`src/rtl/instr_fetch_mem.sv`:
```
// Instruction memory: NOP-fill sweep after reset, program load port, and a
// single registered fetch response slot with valid/ready backpressure.
module instr_fetch_mem #(
    parameter int unsigned       DATA_W    = 16,
    parameter int unsigned       ADDR_W    = 16,
    parameter int unsigned       DEPTH     = 64,
    parameter int unsigned       BYTE_ADDR = 1,
    parameter logic [DATA_W-1:0] NOP_WORD  = '0
) (
    input  logic              clk,
    input  logic              rst,
    input  logic              load_en,
    input  logic [ADDR_W-1:0] load_addr,
    input  logic [DATA_W-1:0] load_data,
    output logic              load_ready,
    input  logic              req_valid,
    input  logic [ADDR_W-1:0] req_addr,
    output logic              req_ready,
    output logic              rsp_valid,
    input  logic              rsp_ready,
    output logic [DATA_W-1:0] rsp_instr,
    output logic              rsp_fault
);

    localparam int unsigned IDX_W = (DEPTH > 1) ? $clog2(DEPTH) : 1;
    // Range check is done wider than both ADDR_W and DEPTH so nothing wraps into range.
    localparam int unsigned CMP_W = (ADDR_W > 13) ? ADDR_W + 1 : 14;

    localparam logic [0:0] ST_INIT = 1'b0;
    localparam logic [0:0] ST_RUN  = 1'b1;

    localparam logic [IDX_W-1:0] LAST_IDX = IDX_W'(DEPTH - 1);
    localparam logic [CMP_W-1:0] DEPTH_C  = CMP_W'(DEPTH);

    function automatic logic [CMP_W-1:0] word_index(input logic [ADDR_W-1:0] a);
        logic [CMP_W-1:0] w;
        w = CMP_W'(a);
        if (BYTE_ADDR != 0) w = w >> 1;
        return w;
    endfunction

    function automatic logic addr_fault(input logic [ADDR_W-1:0] a);
        return ((BYTE_ADDR != 0) && a[0]) || (word_index(a) >= DEPTH_C);
    endfunction

    logic [0:0]        r_state;
    logic [IDX_W-1:0]  r_idx;
    logic [DATA_W-1:0] r_mem [DEPTH];
    logic              r_rsp_valid;
    logic [DATA_W-1:0] r_rsp_instr;
    logic              r_rsp_fault;

    logic              w_run;
    logic              w_req_fire;
    logic              w_req_fault;
    logic [CMP_W-1:0]  w_req_idx;
    logic              w_load_fire;
    logic [CMP_W-1:0]  w_load_idx;

    assign w_run       = (r_state == ST_RUN);
    assign w_req_idx   = word_index(req_addr);
    assign w_req_fault = addr_fault(req_addr);
    assign w_load_idx  = word_index(load_addr);
    assign w_load_fire = w_run && load_en && !addr_fault(load_addr);

    assign load_ready  = w_run;
    assign req_ready   = w_run && (!r_rsp_valid || rsp_ready);
    assign w_req_fire  = req_valid && req_ready;

    assign rsp_valid   = r_rsp_valid;
    assign rsp_instr   = r_rsp_instr;
    assign rsp_fault   = r_rsp_fault;

    always_ff @(posedge clk or posedge rst) begin
        if (rst) begin
            r_state <= ST_INIT;
            r_idx   <= '0;
        end else if (r_state == ST_INIT) begin
            r_idx <= r_idx + IDX_W'(1);
            if (r_idx == LAST_IDX) begin
                r_state <= ST_RUN;
            end
        end
    end

    always_ff @(posedge clk) begin
        if (r_state == ST_INIT) begin
            r_mem[r_idx] <= NOP_WORD;
        end else if (w_load_fire) begin
            r_mem[w_load_idx[IDX_W-1:0]] <= load_data;
        end
    end

    // The read samples pre-edge memory, so a same-cycle load is seen only by later fetches.
    always_ff @(posedge clk or posedge rst) begin
        if (rst) begin
            r_rsp_valid <= 1'b0;
            r_rsp_instr <= NOP_WORD;
            r_rsp_fault <= 1'b0;
        end else if (w_req_fire) begin
            r_rsp_valid <= 1'b1;
            r_rsp_fault <= w_req_fault;
            r_rsp_instr <= w_req_fault ? NOP_WORD : r_mem[w_req_idx[IDX_W-1:0]];
        end else if (rsp_ready) begin
            r_rsp_valid <= 1'b0;
        end
    end

endmodule

```
`config.mk`:
```
export PLATFORM = sky130hd
export DESIGN_NAME = instr_fetch_mem
export DESIGN_NICKNAME = d
export VERILOG_FILES = /design/src/rtl/instr_fetch_mem.sv
export SDC_FILE = /design/constraint.sdc
export NUM_CORES = 1
export LEC_CHECK = 0
export ABC_CLOCK_PERIOD_IN_PS = 3700
export CAP_MARGIN = 20
export CELL_PAD_IN_SITES_DETAIL_PLACEMENT = 1
export CELL_PAD_IN_SITES_GLOBAL_PLACEMENT = 2
export CORE_ASPECT_RATIO = 1.2
export CORE_MARGIN = 2
export CORE_UTILIZATION = 45
export CTS_CLUSTER_SIZE = 25
export DETAILED_ROUTE_END_ITERATION = 6
export HOLD_SLACK_MARGIN = 0.12
export PLACE_DENSITY = 0.84
export REMOVE_ABC_BUFFERS = 1
export SYNTH_ARGS = -nofsm -noshare
export SYNTH_HDL_FRONTEND = slang
export SYNTH_SLANG_ARGS = --single-unit
```
`constraint.sdc`:
```
create_clock -name clk -period 3.7 [get_ports clk]
set_clock_uncertainty 0.1 [all_clocks]
set_input_delay 0.74 -clock clk [delete_from_list [all_inputs] [get_ports clk]]
set_output_delay 0.74 -clock clk [all_outputs]
set_load 0.05 [all_outputs]
```
# Word level (Yosys, flattened, before mapping)
# Memory sizes are Yosys's and may differ from the RTL's.
# Cells that the tools add are included.
# word_totals
regBits	25
latch_bits	0
mem_bits_rw	1024
rom_bits	0
out_inout_bits	20
elab_cells	33
memories	1
# mem_list
name	words	word_bits	read_ports	rd_clocked_by_memory_dff	wr	line_no	rtl
r_mem	64	16	1	0	1	48	logic [DATA_W-1:0] r_mem [DEPTH];
# classes
addsub	1
mul	0
div	0
order_cmp	2
n_eq_ne	1
shift	0
muxes	12
n_bitwise	0
n_reduce_logical	11
# ops
op	n
$mux 16	2
$ge 15x7->1 const B	2
$reduce_or 16->1	1
$mux 1	9
$add 6x1->6 const B	1
$eq 6x6->1 const B	1
$mux 6	1
$logic_and 1x1->1	4
$logic_or 1x1->1	3
$logic_not 1->1	2
$reduce_bool 2->1	1

# Logic depth before layout (Yosys ltp)
# depth
ltp_word	9
mapped_depth	9
ltp_nobuf	5

# Worst setup path after synthesis
# No wires, ideal clock.
# synth_path
path_kind	input to register
from	in load_addr[7]
to	mem r_mem[54][0], enable pin
arrival_time_ns	2.905
required_ns	3.211
setup_slack_ns	0.306
stages	7
path_buffers	2
path_cell_list	nor4_1 > and3_1 > buf_4 > mux2i_4 > or3b_1 > buf_2 > nor2_1
# synth_between
elab_chain_cells	9
word_cells_on_any_way	10
cone_classes	order compare: 1; mux: 5; reduce/logical: 4
# synth_lines
item	line_no	rtl
start: declaration	13	input logic [ADDR_W-1:0] load_addr,
$ge 15x7->1 (*)	43	return ((BYTE_ADDR != 0) && a[0]) || (word_index(a) >= DEPTH_C);
$logic_or 1x1->1 (*)	43	
$logic_not 1->1 (*)	64	assign w_load_fire = w_run && load_en && !addr_fault(load_addr);
$logic_and 1x1->1 (*)	64	
$mux 1 (*)	89	end else if (w_load_fire) begin
$mux 1 (*)	87	if (r_state == ST_INIT) begin
$mux 1 (not written as such) (*)	90	r_mem[w_load_idx[IDX_W-1:0]] <= load_data;
$reduce_or 16->1 (no line)	--	
$mux 6 (no line) / $mux 1 (equally long branches)	--	
end: declaration	48	
# Every way passes the cells marked *; elsewhere a longest branch is shown, timed or not.

# Final worst setup path
# layout_path
from	reg r_state (netlist: load_ready)
to	out req_ready
# layout_between
elab_chain_cells	1
# layout_lines
item	line_no	rtl
start: declaration	46	logic [0:0] r_state;
start signal: assignment	76	r_state <= ST_INIT;
start signal: assignment	81	r_state <= ST_RUN;
$logic_and 1x1->1	67	assign req_ready = w_run && (!r_rsp_valid || rsp_ready);
end: declaration	18	output logic req_ready,
# No other way between the ends.

==> flow_summary.yaml <==
critical_path:
  reg2reg_from: "load_ready"
  cp_cell_sequence: "buf_4, and2_1, clkdlybuf4s50_1"
  reg2reg_depth: 9
  crit_type: "reg2out"
  worstSetupEndpointType: "output pin"
  critPathArrivalTime_ps: 2320
  critPathLaunchType: "register"
  r2r_end: "r_mem[47][9]"
  max_stage_delay_ps: 800
  r2r_slack_ps: 830
  cpMaxStageDelayCell: "clkdlybuf4s50_1"
  crit_required_ps: 2860
  worstPathMaxFanout: 15
synth:
  netlist_top_cells_area: "edfxtp_1 (76%), mux4_2 (13%), mux2i_1 (2.0%), dfrtp_1 (1.6%), a22oi_1 (0.84%)"
  synth_edf_count: 1024
  synth_top_area_cell: "edfxtp_1"
  synthArstFlopShare_pct: 2.38
  syn_area_per_cell_um2: 21.5
  synthCells: 1879
  ys_warn_count: 0
  ys_seq_area_share_pct: 77.8
  yosysTopAreaCellShare_pct: 76.2
  synth_seq_cells: 1049
  synth_area_um2: 40300
  yosys.cell_types.count: 47
  synth_flop_cell: "edfxtp_1"
  yosysMostFrequentCell: "edfxtp_1"
  yosys-top-cells-count: "edfxtp_1 (1024), mux4_2 (224), mux2i_1 (82), nor2_1 (67), nand2_1 (64)"
sta:
  slew_headroom_pct: 53.1
  setup_ws_ps: 539
  finalSetupViolCount: 0
  max_clock_freq_ghz: 0.316
  final_max_slew_viol_count: 0
  period_needed_ps: 3160
  hold_viol: 0
  rsz0062_at_grt: "no"
  tightest_slew_ps: 696
  timing.final.crit_share_pct: 85.4
job:
  cap_violations: 0
layout:
  layout-drive-gt1-share_pct: 27.2
  nets: 2217
  diodes: 0
  layout.cells.non_filler: 3402
  final_core_util_pct: 53.4
  fillCellCount: 7741
  synthToLayoutAreaGrowth_pct: 17.7
placement:
  dp_cells: 3224
  place_congestion: 0.889
  pre_cts_ws_ps: -23.0
  place_hpwl_um: 70600
  portBuffers: 72
floorplan:
  num_rows: 120
  dieWidth_um: 277
  die_y_um: 332
  start_util_pct: 45.3
  coreArea_um2: 89000
  io_pins: 73
  die_area_um2: 92100
routing:
  firstDrtPassIters: 6
  drtIter0Drc: 2149
  drc: 0
  avgRoutedWirePerCell_um: 32.8
  wl_um: 111000
  vias: 21000
  ant_nets: 0
  viasPerCell: 6.17
clock_tree:
  cts_made_buffers: 96
  cts_htree_levels: 3
  cts-root-buf: "clkbuf_16"
  post_cts_buffers: 0
  cts-resized-gates: 0
  postCtsHoldBufs: 0
  clock_latency_ps: 690
  cts_buffer_depth: 3
  path_clk_slew_ps: 60
  cts_tree: "yes"
  clock-sinks: 1049
global_route:
  grt_max_degree: 65
  grt_pass1_vias: 22000
  antenna_found_initial: 9
  grtUsageTotal_pct: 24.6
  grt_pass1_wl_um: 162000
  gr-total-overflow: 0
power_and_ir_drop:
  leakage_nw: 12.9
  vdd_drop_max_mv: 0.334
  powerDensity_nw_per_um2: 492
worst_hold_path:
  hp-class: "in2async"
outcome:
  status: "complete, no violations"
==> where the power goes <==
group          internal (mW)  leakage [nW]  switching (mW)
combinational          0.283          3.90           0.389
clock                   5.48          1.51            4.37
sequential              12.8          7.46               0
==> worst max-delay path by stage <==
stage / startpoint / end / slack, ps
3_3_place_gp: load_addr[7] / r_mem[62][9] / 120
2_1_floorplan: load_ready / r_mem[55][0] / -260
6_report: load_ready / req_ready / 540
5_1_grt: load_addr[9] / r_mem[47][9] / 420
4_1_cts: load_ready / req_ready / 520
3_5_place_dp: load_addr[9] / r_mem[25][6] / -20
==> placed cells by master (no fill, tap or decap), types with 3 or more instances in the layout <==
master	instances
a211oi_1	19
a21oi_1	4
a221oi_1	3
a22o_1	19
a22oi_1	45
a31oi_1	5
and2_1	4
and2_2	16
and3_1	3
buf_12	58
buf_4	160
bufinv_16	9
clkbuf_1	17
clkbuf_16	97
clkdlybuf4s50_1	70
clkinv_1	20
clkinv_2	23
clkinvlp_4	4
dfrtp_1	25
edfxtp_1	1024
inv_1	4
inv_6	5
mux2i_1	82
mux4_2	224
nand2_1	64
nand2b_1	6
nand3_1	32
nand3b_1	3
nor2_1	66
nor2b_1	12
nor3_1	4
nor4_1	5
o21ai_0	17
o221ai_1	32
o22a_1	13
o31ai_1	13
o41ai_1	3
xnor2_1	4
==> final cells by class <==
type | count | area [µm²] | area share [%]
inverter | 4 | 15.0 | 0.0316
clock inverter | 63 | 574 | 1.21
multi-input combinational | 722 | 8490 | 17.9
sequential | 1049 | 31400 | 66.1
timing repair buffer | 290 | 3090 | 6.51
clock buffer | 115 | 2500 | 5.27
tap | 1159 | 1450 | 3.05
==> registers in the layout, summed over array words and instances, names as in the netlist <==
name,cells
rsp_fault,1
rsp_valid,1
r_idx,6
rsp_instr,16
r_mem,1024
load_ready,1
==> cell families after synthesis <==
kind of cell,after synthesis,synth area share [%]
XOR/XNOR,5,0.109
flip-flops,1049,77.8
AND/OR/NAND/NOR,229,2.72
adder cells (fa/ha/maj),1,0.0310
multiplexers,309,14.7
buffers and inverters,108,1.31
AO/OA/AOI/OAI,178,3.38
==> per-layer routing <==
layer  track usage (%)  up-vias  share of wire, %
met4              9.84       12               4.0
met2              41.4     1101                51
met1              32.2    11200                38
li1                  -     8456                 -
met5                 0        -             0.062
met3              3.69      214               7.4
==> critical path: cells and delay by family (launching register included) <==
| family | cells | cell delay (ps) |
|---|---|---|
| simple gates | 1 | 160 |
| buf+inv | 2 | 1080 |
| flops | 1 | 400 |
==> stage by stage <==
step                      total power [mW]  cell area, µm²  hold slack [ps]  TNS, ps
after CTS                             23.5           47500              329        0
after detailed placement              13.8           44400              373     -787
final                                 23.4           47500              339        0
after floorplan                       13.3           39800              399  -103760
after global routing                  23.8           47500              374        0
after global placement                13.7           44400              372        0
No activity file was read; power rests on OpenSTA's default activity.
